==> config.mk <==
export PLATFORM = sky130hd
export DESIGN_NAME = alu_muldiv
export DESIGN_NICKNAME = d
export VERILOG_FILES = /design/src/rtl/alu_muldiv.sv
export SDC_FILE = /design/constraint.sdc
export NUM_CORES = 1
export LEC_CHECK = 0
export BUFFER_PORTS_ARGS = -buffer_cell sky130_fd_sc_hd__buf_2
export CAP_MARGIN = 20
export CORE_ASPECT_RATIO = 0.7
export CORE_MARGIN = 2
export CORE_UTILIZATION = 43
export CTS_BUF_LIST = sky130_fd_sc_hd__clkbuf_8
export DETAILED_ROUTE_END_ITERATION = 12
export HOLD_SLACK_MARGIN = 0.12
export PLACE_DENSITY = 0.7
export SYNTH_ARGS = -nofsm -noshare
export SYNTH_HDL_FRONTEND = slang
export SYNTH_SLANG_ARGS = --single-unit
==> constraint.sdc <==
create_clock -name clk -period 6.8 [get_ports clk]
set_input_delay 0.34 -clock clk [delete_from_list [all_inputs] [get_ports clk]]
set_output_delay 0.34 -clock clk [all_outputs]
set_load 0.02 [all_outputs]
==> src/rtl/alu_muldiv.sv <==
// Iterative MULT/MULTU/DIV/DIVU unit that owns the HI/LO registers.
// Latency: result on HI/LO WIDTH+1 cycles after the start edge; start is ignored while busy.
module alu_muldiv #(
    parameter int WIDTH = 32
) (
    input  logic             clk,
    input  logic             reset,
    input  logic             start,
    input  logic [1:0]       op,
    input  logic [WIDTH-1:0] A,
    input  logic [WIDTH-1:0] B,
    input  logic             hi_we,
    input  logic             lo_we,
    input  logic [WIDTH-1:0] wdata,
    output logic             busy,
    output logic             done,
    output logic [WIDTH-1:0] HI,
    output logic [WIDTH-1:0] LO
);

    localparam int CW = $clog2(WIDTH + 1);

    typedef enum logic [1:0] {
        S_IDLE,
        S_RUN,
        S_FIN
    } state_t;

    state_t           state_q, state_d;
    logic [CW-1:0]    cnt_q, cnt_d;
    logic             is_div_q, is_div_d;
    logic             res_neg_q, res_neg_d;
    logic             rem_neg_q, rem_neg_d;
    logic             div0_q, div0_d;
    logic [WIDTH-1:0] opnd_q, opnd_d;
    logic [WIDTH-1:0] acc_q, acc_d;
    logic [WIDTH-1:0] wrk_q, wrk_d;
    logic [WIDTH-1:0] hi_q, hi_d;
    logic [WIDTH-1:0] lo_q, lo_d;
    logic             done_q, done_d;

    // operand decode at the start edge
    logic             sgn_op;
    logic             a_neg, b_neg;
    logic [WIDTH-1:0] a_mag, b_mag;

    assign sgn_op = ~op[0];
    assign a_neg  = sgn_op & A[WIDTH-1];
    assign b_neg  = sgn_op & B[WIDTH-1];
    assign a_mag  = a_neg ? -A : A;
    assign b_mag  = b_neg ? -B : B;

    // one shift-add multiply step: {acc,wrk} holds the partial product and the multiplier
    logic [WIDTH:0]   mul_sum;
    logic [WIDTH-1:0] mul_acc, mul_wrk;

    assign mul_sum = {1'b0, acc_q} + (wrk_q[0] ? {1'b0, opnd_q} : '0);
    assign mul_acc = mul_sum[WIDTH:1];
    assign mul_wrk = {mul_sum[0], wrk_q[WIDTH-1:1]};

    // one restoring divide step: acc is the partial remainder, wrk shifts dividend out / quotient in
    logic [WIDTH:0]   div_sh;
    logic [WIDTH+1:0] div_diff;
    logic             div_ge;
    logic [WIDTH-1:0] div_acc, div_wrk;

    assign div_sh   = {acc_q, wrk_q[WIDTH-1]};
    assign div_diff = {1'b0, div_sh} - {2'b00, opnd_q};
    assign div_ge   = ~div_diff[WIDTH+1];
    assign div_acc  = div_ge ? div_diff[WIDTH-1:0] : div_sh[WIDTH-1:0];
    assign div_wrk  = {wrk_q[WIDTH-2:0], div_ge};

    // sign correction applied only in FIN
    logic [2*WIDTH-1:0] prod_raw, prod_fix;
    logic [WIDTH-1:0]   quo_fix, rem_fix;

    assign prod_raw = {acc_q, wrk_q};
    assign prod_fix = res_neg_q ? -prod_raw : prod_raw;
    assign quo_fix  = div0_q ? '1 : (res_neg_q ? -wrk_q : wrk_q);
    assign rem_fix  = rem_neg_q ? -acc_q : acc_q;

    always_comb begin
        state_d   = state_q;
        cnt_d     = cnt_q;
        is_div_d  = is_div_q;
        res_neg_d = res_neg_q;
        rem_neg_d = rem_neg_q;
        div0_d    = div0_q;
        opnd_d    = opnd_q;
        acc_d     = acc_q;
        wrk_d     = wrk_q;
        hi_d      = hi_q;
        lo_d      = lo_q;
        done_d    = 1'b0;

        case (state_q)
            S_IDLE: begin
                if (hi_we) hi_d = wdata;
                if (lo_we) lo_d = wdata;
                if (start) begin
                    state_d   = S_RUN;
                    cnt_d     = CW'(WIDTH);
                    is_div_d  = op[1];
                    res_neg_d = a_neg ^ b_neg;
                    rem_neg_d = a_neg;
                    div0_d    = op[1] & (B == '0);
                    opnd_d    = op[1] ? b_mag : a_mag;
                    acc_d     = '0;
                    wrk_d     = op[1] ? a_mag : b_mag;
                end
            end
            S_RUN: begin
                acc_d = is_div_q ? div_acc : mul_acc;
                wrk_d = is_div_q ? div_wrk : mul_wrk;
                cnt_d = cnt_q - CW'(1);
                if (cnt_q == CW'(1)) state_d = S_FIN;
            end
            S_FIN: begin
                hi_d    = is_div_q ? rem_fix : prod_fix[2*WIDTH-1:WIDTH];
                lo_d    = is_div_q ? quo_fix : prod_fix[WIDTH-1:0];
                done_d  = 1'b1;
                state_d = S_IDLE;
            end
            default: state_d = S_IDLE;
        endcase
    end

    always_ff @(posedge clk or posedge reset) begin
        if (reset) begin
            state_q   <= S_IDLE;
            cnt_q     <= '0;
            is_div_q  <= 1'b0;
            res_neg_q <= 1'b0;
            rem_neg_q <= 1'b0;
            div0_q    <= 1'b0;
            opnd_q    <= '0;
            acc_q     <= '0;
            wrk_q     <= '0;
            hi_q      <= '0;
            lo_q      <= '0;
            done_q    <= 1'b0;
        end else begin
            state_q   <= state_d;
            cnt_q     <= cnt_d;
            is_div_q  <= is_div_d;
            res_neg_q <= res_neg_d;
            rem_neg_q <= rem_neg_d;
            div0_q    <= div0_d;
            opnd_q    <= opnd_d;
            acc_q     <= acc_d;
            wrk_q     <= wrk_d;
            hi_q      <= hi_d;
            lo_q      <= lo_d;
            done_q    <= done_d;
        end
    end

    assign busy = (state_q != S_IDLE);
    assign done = done_q;
    assign HI   = hi_q;
    assign LO   = lo_q;

endmodule

==> metrics.csv, run 1 <==
stage,metric,value,unit
pwr,p_leak,7.08,nW
placed_design,placed_area,15900,sq um
clocking,clk_latency,520,ps
drt,drc_errors,0,
sta,finClkSkew,16.8,ps
synth,yosysMostFrequentCell,o21ai_0,
job,drv_cap,0,
floorplan,rows,56,
sta,slew_headroom,27.5,%
global_routing,antenna_found_initial,1,
min_path,hold_path_class,input pin to register,
setup_path,r2r_start,wrk_q[0]$_DFFE_PP0P_,
setup_path,r2r_setup_slack,2780,ps
status,status,finished clean,
synth,synth-seq-cells,173,
clocking,numCtsBuffers,17,
setup_path,rr_endpoint,acc_q[30]$_DFFE_PP0P_,
placed_design,dp_hpwl,41800,um
floorplan,core_area,33700,sq um
finish,ff_latch_area,4330,sq um
floorplan,ios,169,
sta,min_period_over_period,59.1,%
sta,finalHoldViolCount,0,
placed_design,port-buffer-count,168,
pwr,power.total,0.00982,W
placed_design,dp_slack,2840,ps
setup_path,crit_path_end,acc_q[30]$_DFFE_PP0P_,
sta,worstMarginPinSlew,1090,ps
pwr,irDropWorstVdd,0.000251,V
finish,final_nets,2154,
clocking,clk_path_buf_depth,2,
sta,slew_viol_final,0,
global_routing,grt_pass1_wl,79800,um
global_routing,track_usage,29.1,%
synth,synth_edf_count,0,
pwr,p_per_area,598,nW/um^2
sta,rsz0062_at_grt,no,
synth,synth_fp_nets,2068,
global_routing,grt-ovfl-total,0,
setup_path,critical_path_class,register to register,
finish,fin_util,48.7,%
drt,vias,15000,
synth,synth_largest_area_cell,dfrtp_1,
synth,yosysSeqAreaShare,29.3,%
global_routing,grt_max_degree,109,
clocking,cts.sinks,173,
finish,multiInputGateArea,9750,sq um
drt,wl_per_cell,21.6,um
sta,period_minus_slack,4020,ps
drt,drt-initial-drc-count,1868,
floorplan,die_height,159,um
clocking,path_clk_slew,110,ps
synth,synthArstFlopShare,100,%
finish,fin_area,16400,sq um
placed_design,gp_congestion,0.971,
synth,synth_top_cells_by_count,"o21ai_0 (190), a21oi_1 (188), nand2_1 (188)",
finish,syn2layout_area_growth,11.0,%
setup_path,end_kind,register,
drt,drt-pass1-iter-count,6,
setup_path,critPathMaxFanout,31,
setup_path,crit_required,7170,ps
synth,syn_area,14800,sq um
clocking,cts_root_buf,clkbuf_8,
clocking,cts_tree,done,
setup_path,critPathArrivalTime,4380,ps
finish,drive_above_1_share,12.9,%
synth,synth_top_area_share,29.3,%
sta,finalSetupTns,0,ps
drt,drt_wl_total,53100,um
synth,synth.distinct_cells,84,
synth,synth.area.top_cells,"dfrtp_1 (29%), o21ai_0 (6.4%), a21oi_1 (6.4%)",
synth,synth_area_per_cell,7.81,sq um
floorplan,initial_utilization,43.9,%
setup_path,cp-start-kind,register,
synth,synthCells,1893,
drt,viasPerCell,6.10,
finish,antenna_cells,0,
finish,fillers,3367,
floorplan,die-area,35900,sq um
setup_path,reg2reg_depth,12,
floorplan,die_w,226,um
setup_path,crit_start,wrk_q[0]$_DFFE_PP0P_,
clocking,cts_resized,0,
sta,setup_viol,0,
drt,ant_nets,0,
sta,fmaxAchievable,249,MHz
sta,worst_slack,2780,ps
synth,yosys_warnings,0,
global_routing,grt_pass1_vias,13200,
synth,ys.flop_type,dfrtp_1,
clocking,htree_levels,4,
-- metrics by stage --
step / hold slack [ps] / instances
6_report: 149 / 2456
5_1_grt: 149 / 2456
4_1_cts: 122 / 2453
3_5_place_dp: 464 / 2415
3_3_place_gp: 456 / 2415
2_1_floorplan: 436 / 1893
-- final cells by class --
type / instances / share of cell area (%)
clock inverters: 14 / 1.10
inverters: 67 / 1.56
repair buffers: 193 / 6.58
clock buffers: 18 / 1.51
well taps: 464 / 3.53
multi-input cells: 1527 / 59.3
flip-flops and latches: 173 / 26.4
-- layout by cell type (no fill, tap or decap), drive strengths merged, types with 20 or more instances in the layout --
cell type  instances
o22ai             36
ha                70
nand2            188
nor3              32
o211ai            27
o21ai            199
buf              186
o31ai             26
nor2             174
inv               73
xnor2             94
a211oi            39
xor2              79
a21oi            189
dfrtp            173
nand3             37
nand2b            24
and3              20
a21o              23
mux2i             50
a22oi             22
-- sequential cells by signal (all words and copies together), names as in the netlist --
register	cells
HI	32
wrk_q	32
opnd_q	32
done	1
rem_neg_q	1
LO	32
state_q	2
div0_q	1
acc_q	32
cnt_q	6
is_div_q	1
res_neg_q	1
-- cell families after synthesis --
kind of cell | count (synthesis) | synth area share (%)
compound gates | 662 | 27.5
xor+xnor | 173 | 10.2
fa+ha+maj | 72 | 6.19
buf+inv | 193 | 5.01
flops | 173 | 29.3
mux | 52 | 3.54
simple gates | 568 | 18.2
-- routing by layer --
metal / GRT usage [%] / share of wire (%)
met5: 0 / 0.021
met2: 37.9 / 38
met4: 6.41 / 1.8
met1: 45.7 / 49
met3: 9.12 / 12
-- worst min-delay path by stage --
| stage | from | to | slack, ps | cells after the start |
|---|---|---|---|---|
| final | wdata[24] | HI[24]$_DFFE_PP0P_ | 150 | 3 |
| after global routing | wdata[9] | LO[9]$_DFFE_PP0P_ | 150 | 3 |
| after detailed placement | LO[2]$_DFFE_PP0P_ | LO[2]$_DFFE_PP0P_ | 460 | 2 |
| after floorplan | op[0] | res_neg_q$_DFFE_PP0P_ | 440 | 1 |
| after CTS | wdata[24] | HI[24]$_DFFE_PP0P_ | 120 | 3 |
| after global placement | LO[2]$_DFFE_PP0P_ | LO[2]$_DFFE_PP0P_ | 460 | 2 |
-- worst max-delay path: stages, from the launching register on --
cell and delay, ps:
dfrtp_1 480, inv_1 770, nor2_1 100, ha_1 390, o21ai_0 140, nor3_1 370, o21bai_1 170, o21ai_0 480
a21oi_1 250, o31a_1 340, xnor2_1 120, a22oi_1 150, o21ai_0 110
-- report_power, final --
group | leakage (nW) | internal, W | switching (W) | total (W)
Clock | 0.213 | 0.000351 | 0.000452 | 0.000803
Sequential | 2.08 | 0.00155 | 0.000787 | 0.00233
Combinational | 4.78 | 0.00251 | 0.00418 | 0.00668
-- what timing repair did --
action / CTS / global route
endpoints found under the setup margin: 0 / 0
hold endpoints to repair: 79 / 0
setup buffers: 0 / 0
hold buffers: 6 / 0
(Power assumes the default switching activity.)
==> inputs of run 2 (changes only) <==
Settings changed: PLACE_DENSITY 0.7 to 0.72.
Clock period 6.8 ns to 3.6 ns, I/O delays scaled along.
==> metrics.csv, run 2 (synthesis results as in run 1) <==
stage,metric,value,unit,change
global_routing,grt_pass1_vias,14000,,+5.8%
clocking,cts_root_buf,clkbuf_8,,
drt,drc_errors,0,,unchanged
placed_design,port-buffer-count,168,,unchanged
drt,drt-pass1-iter-count,6,,unchanged
setup_path,critical_path.cell_chain,inv_1 -> ha_1 -> inv_1 -> fa_1 -> a211oi_1 -> o32a_1 -> o2111a_1 -> nor4_1 -> a211o_1 -> o31ai_1 -> mux2i_1 -> a31oi_1 -> o31ai_1,,
global_routing,grt-ovfl-total,0,,unchanged
setup_path,crit_required,4030,ps,-3140 ps
sta,slew_viol_final,0,,unchanged
status,status,finished clean,,
drt,vias,15400,,+2.8%
sta,fmaxAchievable,300,MHz,+21%
setup_path,critPathBufInv,2,,+1
floorplan,rows,56,,unchanged
clocking,htree_levels,4,,unchanged
drt,ant_nets,0,,unchanged
drt,wl_per_cell,21.7,um,+0.21%
finish,syn2layout_area_growth,15.8,%,
drt,viasPerCell,6.06,,-0.60%
drt,met2_length,21200,um,+5.5%
finish,final_common_cell,o21ai_0,,
clocking,path_clk_slew,110,ps,about the same
floorplan,initial_utilization,43.9,%,unchanged
clocking,cts_tree,done,,
placed_design,dp_hpwl,43300,um,+3.5%
finish,antenna_cells,0,,unchanged
floorplan,ios,169,,unchanged
floorplan,die_w,226,um,unchanged
sta,worstMarginPinSlew,995,ps,-90.5 ps
drt,wl_met1,26300,um,+2.1%
sta,rsz0062_at_grt,no,,
sta,period_minus_slack,3330,ps,-686 ps
floorplan,die_height,159,um,unchanged
finish,final_cell_mix,"o21ai_0 (190), a21oi_1 (188), nand2_1 (187)",,
drt,top_layer,met4,,
drt,drt-initial-drc-count,1733,,-7.2%
finish,fillers,3265,,-3.0%
floorplan,die-area,35900,sq um,unchanged
setup_path,crit_path_max_incr_delay,420,ps,-350 ps
setup_path,critPathMaxFanout,4,,-87%
setup_path,critical_path.top_delay_family,compound AO/OA/AOI/OAI gates,,
global_routing,grt_max_degree,108,,-0.92%
job,drv_cap,0,,unchanged
pwr,irDropWorstVdd,0.000392,V,+56%
sta,finalSetupTns,0,ps,unchanged
finish,multiInputGateArea,9750,sq um,about the same
placed_design,place_inst,2457,,+1.7%
clocking,cts.sinks,173,,unchanged
sta,finClkSkew,19.5,ps,+2.71 ps
setup_path,critPathArrivalTime,3760,ps,-620 ps
pwr,power.total,0.0190,W,+93%
sta,min_period_over_period,92.6,%,+33 points
placed_design,gp_congestion,1.02,,+4.9%
global_routing,track_usage,30.3,%,+1.2 points
setup_path,cp-start-kind,register,,
setup_path,crit_slowest_cell,fa_1,,
finish,final_nets,2237,,+3.9%
min_path,hold_path_class,input pin to register,,
setup_path,end_kind,register,,
setup_path,critical_path_class,register to register,,
clocking,numCtsBuffers,17,,unchanged
clocking,clk_path_buf_depth,2,,unchanged
sta,setup_viol,0,,unchanged
global_routing,grt_pass1_wl,83100,um,+4.2%
finish,drive_above_1_share,14.4,%,+1.5 points
pwr,p_leak,7.45,nW,+5.3%
finish,ff_latch_area,4330,sq um,about the same
finish,fin_cells,2539,,+3.4%
drt,drt_wl_total,55000,um,+3.6%
drt,route.met3.wl,6670,um,+6.7%
sta,slew_headroom,33.0,%,+5.6 points
global_routing,antenna_found_initial,0,,-1
floorplan,core_area,33700,sq um,unchanged
sta,finalHoldViolCount,0,,unchanged
pwr,p_per_area,1110,nW/um^2,+85%
clocking,clk_latency,510,ps,about the same
-- run 2: cell count changes in the layout (fill, tap and decap cells not counted), moves of 2 or more --
cell           change
dlygate4sd3_1     +42
buf_4             +39
buf_12             +5
buf_16             -2
clkinv_2           +2
clkinv_8           -2
inv_6              +2
-- run 2: power by group --
part | switching (W) | internal (W) | leakage [nW]
Clock | 0.000828 | 0.000560 | 0.204
Sequential | 0.00124 | 0.00293 | 2.08
Combinational | 0.00835 | 0.00505 | 5.16
-- run 2: per-stage QoR --
| step | worst slack [ps] | instance area (sq um) | hold slack [ps] | utilization (%) |
|---|---|---|---|---|
| after floorplan | 615 | 14800 | 276 | - |
| after detailed placement | 197 | 16200 | 156 | 48.2 |
| after global routing | 12.9 | 17100 | 158 | 50.8 |
| after CTS | 177 | 17100 | 133 | 50.7 |
| final | 267 | 17100 | 150 | 50.8 |
| after global placement | 293 | 16200 | 158 | 48.2 |
-- run 2: tightest hold or removal path, delay by kind of cell --
kind | cells | cell delay, ps
AO/OA/AOI/OAI | 2 | 230
XOR/XNOR | 1 | 100
buffers and inverters | 1 | 100
-- run 2: cell type report --
type	count	area share, %
Tap cell	464	3.39
Multi-Input combinational cell	1527	56.9
Timing Repair Buffer	276	10.7
Sequential cell	173	25.3
Clock inverter	15	0.789
Clock buffer	17	1.37
Inverter	67	1.51
-- run 2: timing repair --
| action | in CTS | in global routing |
|---|---|---|
| endpoints found under the hold margin | 245 | 1 |
| setup endpoints to repair | 0 | 8 |
| resized for setup | 0 | 3 |
| setup buffers | 0 | 1 |
| hold buffers | 47 | 1 |
-- run 2: layer usage --
layer | global-route usage, % | vias up
met3 | 9.85 | 61
li1 | - | 7200
met2 | 40.7 | 840
met5 | 0 | -
met1 | 46.6 | 7298
met4 | 5.54 | 0
-- run 2: final timing paths --
path / startpoint / end / slack (ps) / depth (start not counted)
max: wrk_q[31]$_DFFE_PP0P_ / acc_q[24]$_DFFE_PP0P_ / 270 / 13
min: A[30] / opnd_q[30]$_DFFE_PP0P_ / 150 / 4
max reg2reg: wrk_q[31]$_DFFE_PP0P_ / acc_q[24]$_DFFE_PP0P_ / 270 / 13
min reg2reg: cnt_q[4]$_DFFE_PP0P_ / cnt_q[4]$_DFFE_PP0P_ / 480 / 1
max in group asynchronous: reset / acc_q[13]$_DFFE_PP0P_ / 2620 / 4
min in group asynchronous: reset / LO[14]$_DFFE_PP0P_ / 170 / 3
